**config.mk**
```make
export PLATFORM = sky130hd
export DESIGN_NAME = boot_loader
export DESIGN_NICKNAME = d
export VERILOG_FILES = /design/src/rtl/boot_pkg.sv /design/src/rtl/boot_word_asm.sv /design/src/rtl/boot_loader.sv
export SDC_FILE = /design/constraint.sdc
export NUM_CORES = 1
export LEC_CHECK = 0
export CAP_MARGIN = 5
export CORE_MARGIN = 1
export CORE_UTILIZATION = 40
export DETAILED_ROUTE_END_ITERATION = 12
export PLACE_DENSITY = 0.63
export SETUP_SLACK_MARGIN = 0.05
export SLEW_MARGIN = 20
export SYNTH_ARGS = -nofsm -noshare
export SYNTH_HDL_FRONTEND = slang
export SYNTH_HIERARCHICAL = 1
export SYNTH_SLANG_ARGS = --single-unit
```
**constraint.sdc**
```tcl
create_clock -name clk -period 7.08 [get_ports clk]
set_clock_uncertainty 0.2 [all_clocks]
set_input_delay 1.416 -clock clk [delete_from_list [all_inputs] [get_ports clk]]
set_output_delay 1.416 -clock clk [all_outputs]
set_load 0.005 [all_outputs]
```
**src/rtl/boot_pkg.sv**
```systemverilog
// Shared types and constants for the boot loader: the state encoding,
// bus widths and the values the memory-write outputs take in reset.
package boot_pkg;

  localparam int ADDR_W = 16;
  localparam int WORD_W = 16;

  localparam logic              MEM_WE_RST   = 1'b0;
  localparam logic [ADDR_W-1:0] MEM_ADDR_RST = '0;
  localparam logic [WORD_W-1:0] MEM_IN_RST   = '0;

  typedef enum logic [2:0] {
    HDR_HI = 3'd0,
    HDR_LO = 3'd1,
    DAT_HI = 3'd2,
    DAT_LO = 3'd3,
    CHK_HI = 3'd4,
    CHK_LO = 3'd5,
    DONE   = 3'd6,
    ERROR  = 3'd7
  } boot_state_t;

  // States in which the loader is still consuming bytes from the source.
  function automatic logic is_receiving(input boot_state_t s);
    return s inside {HDR_HI, HDR_LO, DAT_HI, DAT_LO, CHK_HI, CHK_LO};
  endfunction

endpackage

```
**src/rtl/boot_word_asm.sv**
```systemverilog
// Pairs accepted bytes into big-endian 16-bit words. The high byte is held
// in a register; the word is presented together with the low byte so the
// loader can act on the same edge that accepts the low byte.
module boot_word_asm
  import boot_pkg::*;
(
  input  logic              clk,
  input  logic              rst,
  input  logic              clear,
  input  logic [7:0]        data,
  input  logic              valid,
  output logic [WORD_W-1:0] word,
  output logic              word_valid
);

  logic       lo_next;
  logic [7:0] hi_byte;

  // Toggle between high and low byte on every accepted byte; keep the high byte.
  always_ff @(posedge clk or negedge rst) begin
    if (!rst) begin
      lo_next <= 1'b0;
      hi_byte <= 8'h00;
    end else if (clear) begin
      lo_next <= 1'b0;
      hi_byte <= 8'h00;
    end else if (valid) begin
      lo_next <= !lo_next;
      if (!lo_next) hi_byte <= data;
    end
  end

  assign word       = {hi_byte, data};
  assign word_valid = valid && lo_next;

endmodule

```
**src/rtl/boot_loader.sv**
```systemverilog
// Program loader: receives a length-prefixed big-endian stream of 16-bit
// words, writes them to memory from BASE_ADDR and holds the processor in
// reset until the image is complete.
// Optional feature: define BOOT_CHECKSUM_EN to require a trailing 16-bit
// modulo-2^16 sum of the data words before the processor is released.
module boot_loader
  import boot_pkg::*;
#(
  parameter int                DEPTH     = 1024,
  parameter logic [ADDR_W-1:0] BASE_ADDR = 16'h0000
) (
  input  logic              clk,
  input  logic              rst,
  input  logic [7:0]        rxData,
  input  logic              rxValid,
  output logic              rxReady,
  input  logic              restart,
  output logic              memWe,
  output logic [ADDR_W-1:0] memAddr,
  output logic [WORD_W-1:0] memIn,
  output logic              cpuRst,
  output logic              done,
  output logic              err
);

  localparam logic [31:0] DEPTH_U = 32'(DEPTH);

`ifdef BOOT_CHECKSUM_EN
  localparam boot_state_t AFTER_DATA = CHK_HI;
`else
  localparam boot_state_t AFTER_DATA = DONE;
`endif

  boot_state_t       state;
  boot_state_t       state_next;
  logic [WORD_W-1:0] count;
  logic [ADDR_W-1:0] index;
  logic [ADDR_W-1:0] index_inc;
  logic [WORD_W-1:0] word;
  logic              word_valid;
  logic              accept;
  logic              restart_take;
  logic              write_now;

  assign accept       = rxValid && rxReady;
  assign restart_take = restart && (state == DONE || state == ERROR);
  assign index_inc    = index + 16'd1;
  assign write_now    = (state == DAT_LO) && word_valid;

  boot_word_asm u_asm (
    .clk       (clk),
    .rst       (rst),
    .clear     (restart_take),
    .data      (rxData),
    .valid     (accept),
    .word      (word),
    .word_valid(word_valid)
  );

`ifdef BOOT_CHECKSUM_EN
  logic [WORD_W-1:0] sum;

  // Running modulo-2^16 sum of the data words, cleared for every new image.
  always_ff @(posedge clk or negedge rst) begin
    if (!rst) begin
      sum <= '0;
    end else if (restart_take || (state == HDR_LO && word_valid)) begin
      sum <= '0;
    end else if (write_now) begin
      sum <= sum + word;
    end
  end
`endif

  // Next-state decision from the byte just being accepted.
  always_comb begin
    state_next = state;
    case (state)
      HDR_HI: if (accept) state_next = HDR_LO;
      HDR_LO: begin
        if (word_valid) begin
          if ({16'd0, word} > DEPTH_U)  state_next = ERROR;
          else if (word == '0)          state_next = AFTER_DATA;
          else                          state_next = DAT_HI;
        end
      end
      DAT_HI: if (accept) state_next = DAT_LO;
      DAT_LO: begin
        if (word_valid) state_next = (index_inc == count) ? AFTER_DATA : DAT_HI;
      end
`ifdef BOOT_CHECKSUM_EN
      CHK_HI: if (accept) state_next = CHK_LO;
      CHK_LO: if (word_valid) state_next = (word == sum) ? DONE : ERROR;
`endif
      DONE:   if (restart) state_next = HDR_HI;
      ERROR:  if (restart) state_next = HDR_HI;
      default: state_next = HDR_HI;
    endcase
  end

  // State, image length and word index.
  always_ff @(posedge clk or negedge rst) begin
    if (!rst) begin
      state <= HDR_HI;
      count <= '0;
      index <= '0;
    end else begin
      state <= state_next;
      if (restart_take) begin
        index <= '0;
      end else if (state == HDR_LO && word_valid) begin
        count <= word;
        index <= '0;
      end else if (write_now) begin
        index <= index_inc;
      end
    end
  end

  // One-cycle memory write in the cycle after the low byte is accepted.
  always_ff @(posedge clk or negedge rst) begin
    if (!rst) begin
      memWe   <= MEM_WE_RST;
      memAddr <= MEM_ADDR_RST;
      memIn   <= MEM_IN_RST;
    end else begin
      memWe <= write_now;
      if (write_now) begin
        memAddr <= BASE_ADDR + index;
        memIn   <= word;
      end
    end
  end

  // Status outputs; the processor is released one cycle after DONE is
  // entered so it never runs ahead of the final write.
  always_ff @(posedge clk or negedge rst) begin
    if (!rst) begin
      rxReady <= 1'b0;
      cpuRst  <= 1'b1;
      done    <= 1'b0;
      err     <= 1'b0;
    end else begin
      rxReady <= is_receiving(state_next);
      cpuRst  <= !(state == DONE && state_next == DONE);
      done    <= (state == DONE && state_next == DONE);
      err     <= (state_next == ERROR);
    end
  end

endmodule

```
==> flow_metrics.py, run 1 <==
metrics = {
    "outcome": {
        "status": "completed",
    },
    "placement": {
        "post-dp-hpwl_mm": 6.12,
        "placement.io_buffers": 48,
        "gp_congestion": 0.846,
        "place_ws_ns": 2.34,
    },
    "sta": {
        "min_period_over_period_pct": 61.3,
        "fin_crit_ns": 4.34,
        "setup_tns_ns": 0,
        "rsz0062_at_grt": "false",
        "max_clock_freq_mhz": 230,
        "setup_viol": 0,
        "slew-limit-headroom_pct": 39.0,
        "slew_violations": 0,
        "worst_slack_ns": 2.74,
        "finalHoldViolCount": 0,
        "tightest_slew_ns": 0.910,
    },
    "floorplanning": {
        "rows": 36,
        "die_area_um2": 10600,
        "core_area_um2": 9820,
        "ios": 49,
        "die_w_um": 103,
        "floorplan.initialDensity_pct": 41.5,
        "die_h_um": 103,
    },
    "logic_synthesis": {
        "synth.most_common_cell": "nand2_1",
        "netlist_area_um2": 4080,
        "synth-warning-count": 6,
        "yosysTopAreaCell": "dfrtp_1",
        "yosysTopAreaCellShare_pct": 49.1,
        "syn_area_per_cell_um2": 9.59,
        "postSynth.asyncResetShare_pct": 100,
        "seq_area_frac_synth_pct": 49.7,
        "ys_types": 55,
        "yosys_register_bits": 81,
        "synthesis.nets": 438,
        "synth_edf_count": 0,
        "synthTopCellsByCount": "nand2_1, dfrtp_1, o21ai_0",
        "syn_inst": 425,
        "synth_top_flop_cell": "dfrtp_1",
        "ys_top_cells_by_area": "dfrtp_1, nand2_1, mux2_2",
    },
    "setup_path": {
        "cp_top_family": "buffers and inverters",
        "worst-r2r-setup-slack_ns": 3.82,
        "crit_buf_inv": 3,
        "critPathRequiredTime_ns": 7.11,
        "crit_fanout": 54,
        "crit_slowest_cell": "clkinv_1",
        "crit_path_start_kind": "input port",
        "r2r_cells": 8,
        "critical_path_class": "input port to flip-flop",
        "cp.depth": 9,
        "critical_path_arrival_ns": 4.37,
        "crit_chain": "clkdlybuf4s50_1 -> and2_1 -> and2_1 -> nand4b_1 -> buf_4 -> clkinv_1 -> a21o_1 -> nand2_1 -> o31ai_1",
        "path_common_cell": "and2_1",
        "critPathMaxStageDelay_ns": 0.89,
        "worstSetupEndpointType": "flip-flop",
    },
    "clock_tree": {
        "clk_latency_ns": 0.36,
        "clock-sinks": 81,
        "cts_buffer_depth": 2,
        "h-tree-depth": 3,
        "cts_inserted_buffers": 9,
        "cts_resized": 0,
        "cts_hold_buf": 0,
        "cts_tree": "built",
        "postCtsSetupBuffers": 0,
        "path_clk_slew_ns": 0.09,
        "cts_root_buf": "clkbuf_8",
    },
    "run": {
        "maxCapViolCount": 0,
    },
    "grt": {
        "antenna_found_initial": 0,
        "overflow": 0,
        "grt_start_max_net_pins": 82,
        "track_usage_pct": 18.9,
        "grt_pass1_vias": 3039,
        "grt_pass1_wl_mm": 15.1,
    },
    "detailed_routing": {
        "drtIter0Drc": 148,
        "routedWlPerCell_um": 15.4,
        "drc": 0,
        "vias": 3097,
        "dr.pass1.iters": 4,
        "vias_per_cell": 5.26,
        "ant_nets": 0,
        "wl_mm": 9.09,
    },
    "cells_and_area": {
        "multi_input_area_um2": 1790,
        "num_antenna_cells": 0,
        "drive_above_1_share_pct": 9.87,
        "fill_cells": 961,
        "regArea_um2": 2030,
        "final_util_pct": 47.7,
        "area_growth_pct": 15.0,
        "nets": 464,
    },
    "min_path": {
        "hold_class": "flip-flop to flip-flop",
        "min_delay_path_depth": 2,
    },
    "power": {
        "ir_drop_mv": 0.147,
        "power_density_nw_per_um2": 328,
        "p_leak_nw": 2.08,
        "p_total_mw": 1.54,
    },
}
## final timing paths
| check | from | endpoint |
|---|---|---|
| max reg2reg | rxReady | index[15] |
| min in group asynchronous | rst | memAddr[14] |
| min reg2reg | memAddr[12] | memAddr[12] |
| max in group asynchronous | rst | count[8] |
| max | rxValid | index[15] |
| min | memAddr[12] | memAddr[12] |
## sequential cells by signal, indices dropped and copies added (netlist names)
signal and count:
memAddr 16, cpuRst 1, memIn 16, u_asm/hi_byte 8
rxReady 1, count 16, err 1, done 1
state 3, memWe 1, u_asm/lo_next 1, index 16
## per-layer routing
metal | global-route usage, % | vias to the layer above | routed length [µm]
li1 | - | 1494 | -
met1 | 25.4 | 1492 | 4360
met2 | 29.7 | 93 | 4130
met3 | 3.59 | 18 | 365
met4 | 8.13 | 0 | 229
met5 | 0 | - | 0
## tightest hold or removal path, stage by stage, from the launching register on
cell and delay, ns:
dfrtp_1 0.35, nand2_1 0.05, nand2_1 0.05
## placed cells by master (no fill, tap or decap), types with 3 or more instances in the layout
cell type,instances
mux2_2,15
clkdlybuf4s50_1,47
o211ai_1,3
nand4_1,3
nor3_1,8
nor2_1,21
inv_1,9
nand3_1,4
nand3_2,3
o21ai_0,25
clkbuf_8,9
nor3b_1,4
xor2_1,7
a21oi_1,11
nor4_1,6
and2_1,3
nand2_1,105
dfrtp_1,80
a31oi_1,5
nor2b_1,3
xnor2_1,13
nand4bb_1,8
o31ai_1,4
inv_6,3
o21ai_1,8
nand2b_1,10
## final cells by class
class | count | area share [%]
Clock inverter | 7 | 1.12
Multi-Input combinational cell | 300 | 38.2
Sequential cell | 81 | 43.3
Inverter | 10 | 0.801
Clock buffer | 9 | 2.64
Timing Repair Buffer | 49 | 10.4
Tap cell | 133 | 3.55
## where the power goes
group,switching [mW],internal (mW)
registers,0.127,0.584
clock network,0.182,0.130
logic,0.254,0.259
## logic make-up after synthesis
group	Yosys count	synth area share, %
adders and majority gates	1	0.307
and+or+nand+nor	193	24.6
muxes	16	4.39
buffers and inverters	44	6.35
AOI/OAI and AO/OA	70	10.3
xor gates and xnor gates	20	4.30
DFF	81	49.7
## stage by stage
step | hold WS, ns | cell area [µm²] | std cells
floorplan | 0.270 | 4080 | 425
global placement | 0.260 | 4510 | 573
detailed placement | 0.262 | 4510 | 573
CTS | 0.285 | 4680 | 589
global route | 0.315 | 4690 | 589
finish | 0.278 | 4690 | 589
(Power assumes the default switching activity.)
==> run 2: changes to the inputs <==
--- a/config.mk
+++ b/config.mk
@@ -9,7 +9,7 @@
 export CORE_MARGIN = 1
 export CORE_UTILIZATION = 40
 export DETAILED_ROUTE_END_ITERATION = 12
-export PLACE_DENSITY = 0.63
+export PLACE_DENSITY = 0.66
 export SETUP_SLACK_MARGIN = 0.05
 export SLEW_MARGIN = 20
 export SYNTH_ARGS = -nofsm -noshare
==> constraint.sdc (replaced) <==
create_clock -name clk -period 3.9 [get_ports clk]
set_clock_uncertainty 0.2 [all_clocks]
set_input_delay 0.78 -clock clk [delete_from_list [all_inputs] [get_ports clk]]
set_output_delay 0.78 -clock clk [all_outputs]
set_load 0.005 [all_outputs]
==> run 2 against run 1 <==
Compared with the run above: wire length up 1.4%; hold slack worse by 0.022 ns; register-to-register slack worse by 2.8 ns; setup slack worse by 1.7 ns; clock power up 100%; die area unchanged; largest cell class unchanged.
==> flow_metrics.py, run 2 (synthesis gave the netlist of run 1 again) <==
metrics = {
    "outcome": {
        "status": "completed",
    },
    "cells_and_area": {
        "fill_cells": 956,
        "final_cell_mix": "nand2_1, dfrtp_1, clkdlybuf4s50_1",
        "regArea_um2": 2030,
        "num_antenna_cells": 0,
        "nets": 471,
        "multi_input_area_um2": 1790,
        "layout_commonest_cell": "nand2_1",
        "area_growth_pct": 17.0,
        "stdcell_count": 596,
        "drive_above_1_share_pct": 11.0,
    },
    "placement": {
        "placement.io_buffers": 48,
        "gp_congestion": 0.873,
        "dp_cells": 580,
        "post-dp-hpwl_mm": 6.38,
    },
    "sta": {
        "setup_viol": 0,
        "slew-limit-headroom_pct": 51.5,
        "setup_tns_ns": 0,
        "slew_violations": 0,
        "finalHoldViolCount": 0,
        "max_clock_freq_mhz": 350,
        "rsz0062_at_grt": "false",
        "min_period_over_period_pct": 73.2,
        "tightest_slew_ns": 0.727,
        "fin_crit_ns": 2.86,
    },
    "grt": {
        "antenna_found_initial": 0,
        "grt_pass1_wl_mm": 15.4,
        "grt_start_max_net_pins": 82,
        "grt_pass1_vias": 2941,
        "track_usage_pct": 19.4,
        "overflow": 0,
    },
    "detailed_routing": {
        "wl_mm": 9.22,
        "drc": 0,
        "vias_per_cell": 5.21,
        "ant_nets": 0,
        "drtIter0Drc": 165,
        "vias": 3106,
        "dr.pass1.iters": 4,
        "routedWlPerCell_um": 15.5,
    },
    "clock_tree": {
        "postCtsSetupBuffers": 0,
        "cts_buffer_depth": 2,
        "clock-sinks": 81,
        "cts_resized": 0,
        "cts_root_buf": "clkbuf_8",
        "clk_latency_ns": 0.36,
        "cts_hold_buf": 0,
        "h-tree-depth": 3,
        "cts_inserted_buffers": 9,
        "path_clk_slew_ns": 0.09,
        "cts_tree": "built",
    },
    "setup_path": {
        "critPathRequiredTime_ns": 3.93,
        "r2r_cells": 7,
        "crit_fanout": 8,
        "worstSetupEndpointType": "flip-flop",
        "r2r-start": "index[0]",
        "critical_path_arrival_ns": 2.88,
        "crit_path_start_kind": "flip-flop",
        "critical_path_class": "flip-flop to flip-flop",
        "worst-r2r-setup-slack_ns": 1.04,
        "reg2reg_to": "rxReady",
        "crit_path_start": "index[0]",
    },
    "run": {
        "maxCapViolCount": 0,
    },
    "min_path": {
        "hold_class": "input port to async pin",
    },
    "power": {
        "p_total_mw": 2.90,
        "ir_drop_mv": 0.411,
        "power_density_nw_per_um2": 607,
        "p_leak_nw": 2.12,
    },
    "floorplanning": {
        "die_h_um": 103,
        "ios": 49,
        "rows": 36,
        "die_w_um": 103,
        "core_area_um2": 9820,
        "floorplan.initialDensity_pct": 41.5,
        "die_area_um2": 10600,
    },
}
-- run 2: critical path: stages (launching register included) --
cell      delay, ns
dfrtp_1        0.54
ha_1           0.33
nand3_2        0.20
nor4_4         0.53
nand2_1        0.16
a221oi_1       0.43
and4_1         0.27
a31oi_1        0.08
-- run 2: worst max-delay path by stage --
stage | to | depth (start not counted) | slack, ns
5_1_grt | rxReady | 7 | 0.88
3_5_place_dp | count[9] | 8 | 0.78
6_report | rxReady | 7 | 1.04
2_1_floorplan | count[10] | 9 | 1.06
3_3_place_gp | count[14] | 8 | 0.85
4_1_cts | rxReady | 7 | 1.09
-- run 2: per-stage QoR --
stage | instance area, µm² | setup slack (ns) | hold slack, ns | util, %
CTS | 4770 | 1.09 | 0.282 | 48.5
global placement | 4560 | 0.847 | 0.257 | 46.4
floorplan | 4080 | 1.06 | 0.270 | -
global route | 4770 | 0.882 | 0.303 | 48.6
detailed placement | 4560 | 0.782 | 0.262 | 46.4
finish | 4770 | 1.04 | 0.256 | 48.6
-- run 2: routing by layer --
layer / vias to the layer above / part of all wire (%) / track usage [%]
met4: 0 / 2.1 / 7.58
met3: 15 / 4.7 / 4.41
li1: 1503 / - / -
met5: - / 0 / 0
met2: 86 / 46 / 29.3
met1: 1502 / 47 / 27.1
-- run 2: area by class of cell --
class | count | share of cell area, %
clock inverter | 4 | 1.08
tap | 133 | 3.49
multi-input combinational | 300 | 37.5
clock buffer | 12 | 3.25
timing repair buffer | 56 | 11.4
sequential | 81 | 42.5
inverter | 10 | 0.787
-- run 2: power breakdown --
group          switching, mW  internal [mW]
sequential             0.238           1.06
clock                  0.310          0.331
combinational          0.469          0.486
total                   1.02           1.88
==> RTL edit: new RTL, settings of run 2 <==
Set the package constant `ADDR_W` to 15 (it was 16).
--- a/src/rtl/boot_pkg.sv
+++ b/src/rtl/boot_pkg.sv
@@ -2,7 +2,7 @@
 // bus widths and the values the memory-write outputs take in reset.
 package boot_pkg;
 
-  localparam int ADDR_W = 16;
+  localparam int ADDR_W = 15;
   localparam int WORD_W = 16;
 
   localparam logic              MEM_WE_RST   = 1'b0;
Interface: changed (resized memAddr); port bits go from 49 to 48. No check against the original RTL was run, so the function may have changed too.
==> RTL edit against run 2 <==
Design area down 0.76%; largest power group unchanged; sequential share of layout area is 0.73 points lower; synthesized area is 0.49% lower; wire length grew 0.72%; sequential cell count shrank 2; setup slack worse by 0.21 ns; global-route usage increased by 0.25 points; total power decreased by 0.78%; via count grew 3.8%.
==> RTL edit: results (changes against run 2) <==
first-pass GRT wire length 15.69 mm (+1.9%); Final clock-cell share 4.123% (-0.20 points); layout cells sized above 1 8.299% (-2.7 points); Crit path max-delay family compound AO/OA/AOI/OAI gates; slowest CP cell clkdlybuf4s50_1; M1 GR Usage 26.00% (-1.1 points); final net count 490 (+4.0%); cell leakage power 2.155 nW (+1.5%); mux contribution to synthesized area 1.048% (-3.3 points); Post-Place Cells 599 (+3.3%); Multi-input gate area 0.001859 mm^2 (+3.8%); Seq. cell area 0.001978 mm^2 (-2.5%); fill count 985 (+3.0%); met3 usage 4.271% (-0.14 points); CP arrival 3.15 ns (+0.27 ns); pre-CTS setup slack 0.4711 ns (-0.3107 ns); area grow syn2layout 16.68%; vias post-DR 3224 (+3.8%); Multi-In Gates 328 (+9.3%); Area contributors post-synth dfrtp_1 (48%), nand2_1 (14%), o21ai_0 (3.3%), xnor2_1 (2.8%), nand4bb_1 (2.2%); Post-Synth XOR/XNOR Area 4.656% (+0.36 points); M1 WL 4.303 mm (-0.35%); Final Non-Filler Cells 615 (+3.2%); status complete, no violations; worst slew pin tran 0.9927 ns (+0.2652 ns); commonest cells in the synthesized netlist nand2_1 (154), dfrtp_1 (78), o21ai_0 (27), nor2_1 (19), xnor2_1 (13); vias in the first global route 3148 (+7.0%); hold_ws 0.2751 ns (+0.01945 ns)
[RTL edit: how the worst max path moves through the flow]
| stage | end | slack, ns | cells past startpoint |
|---|---|---|---|
| finish | cpuRst | 0.83 | 10 |
| floorplan | cpuRst | 0.88 | 10 |
| CTS | cpuRst | 0.84 | 10 |
| global route | cpuRst | 0.65 | 10 |
| global placement | cpuRst | 0.53 | 10 |
| detailed placement | cpuRst | 0.47 | 10 |
[RTL edit: power groups by stage]
| stage | logic, mW | clock network [mW] | registers (mW) |
|---|---|---|---|
| 6_report | 0.961 | 0.619 | 1.29 |
| 4_1_cts | 0.968 | 0.632 | 1.29 |
| 2_1_floorplan | 0.664 | 0 | 1.22 |
| 3_5_place_dp | 0.963 | 0 | 1.31 |
| 5_1_grt | 1.08 | 0.660 | 1.33 |
| 3_3_place_gp | 0.944 | 0 | 1.30 |
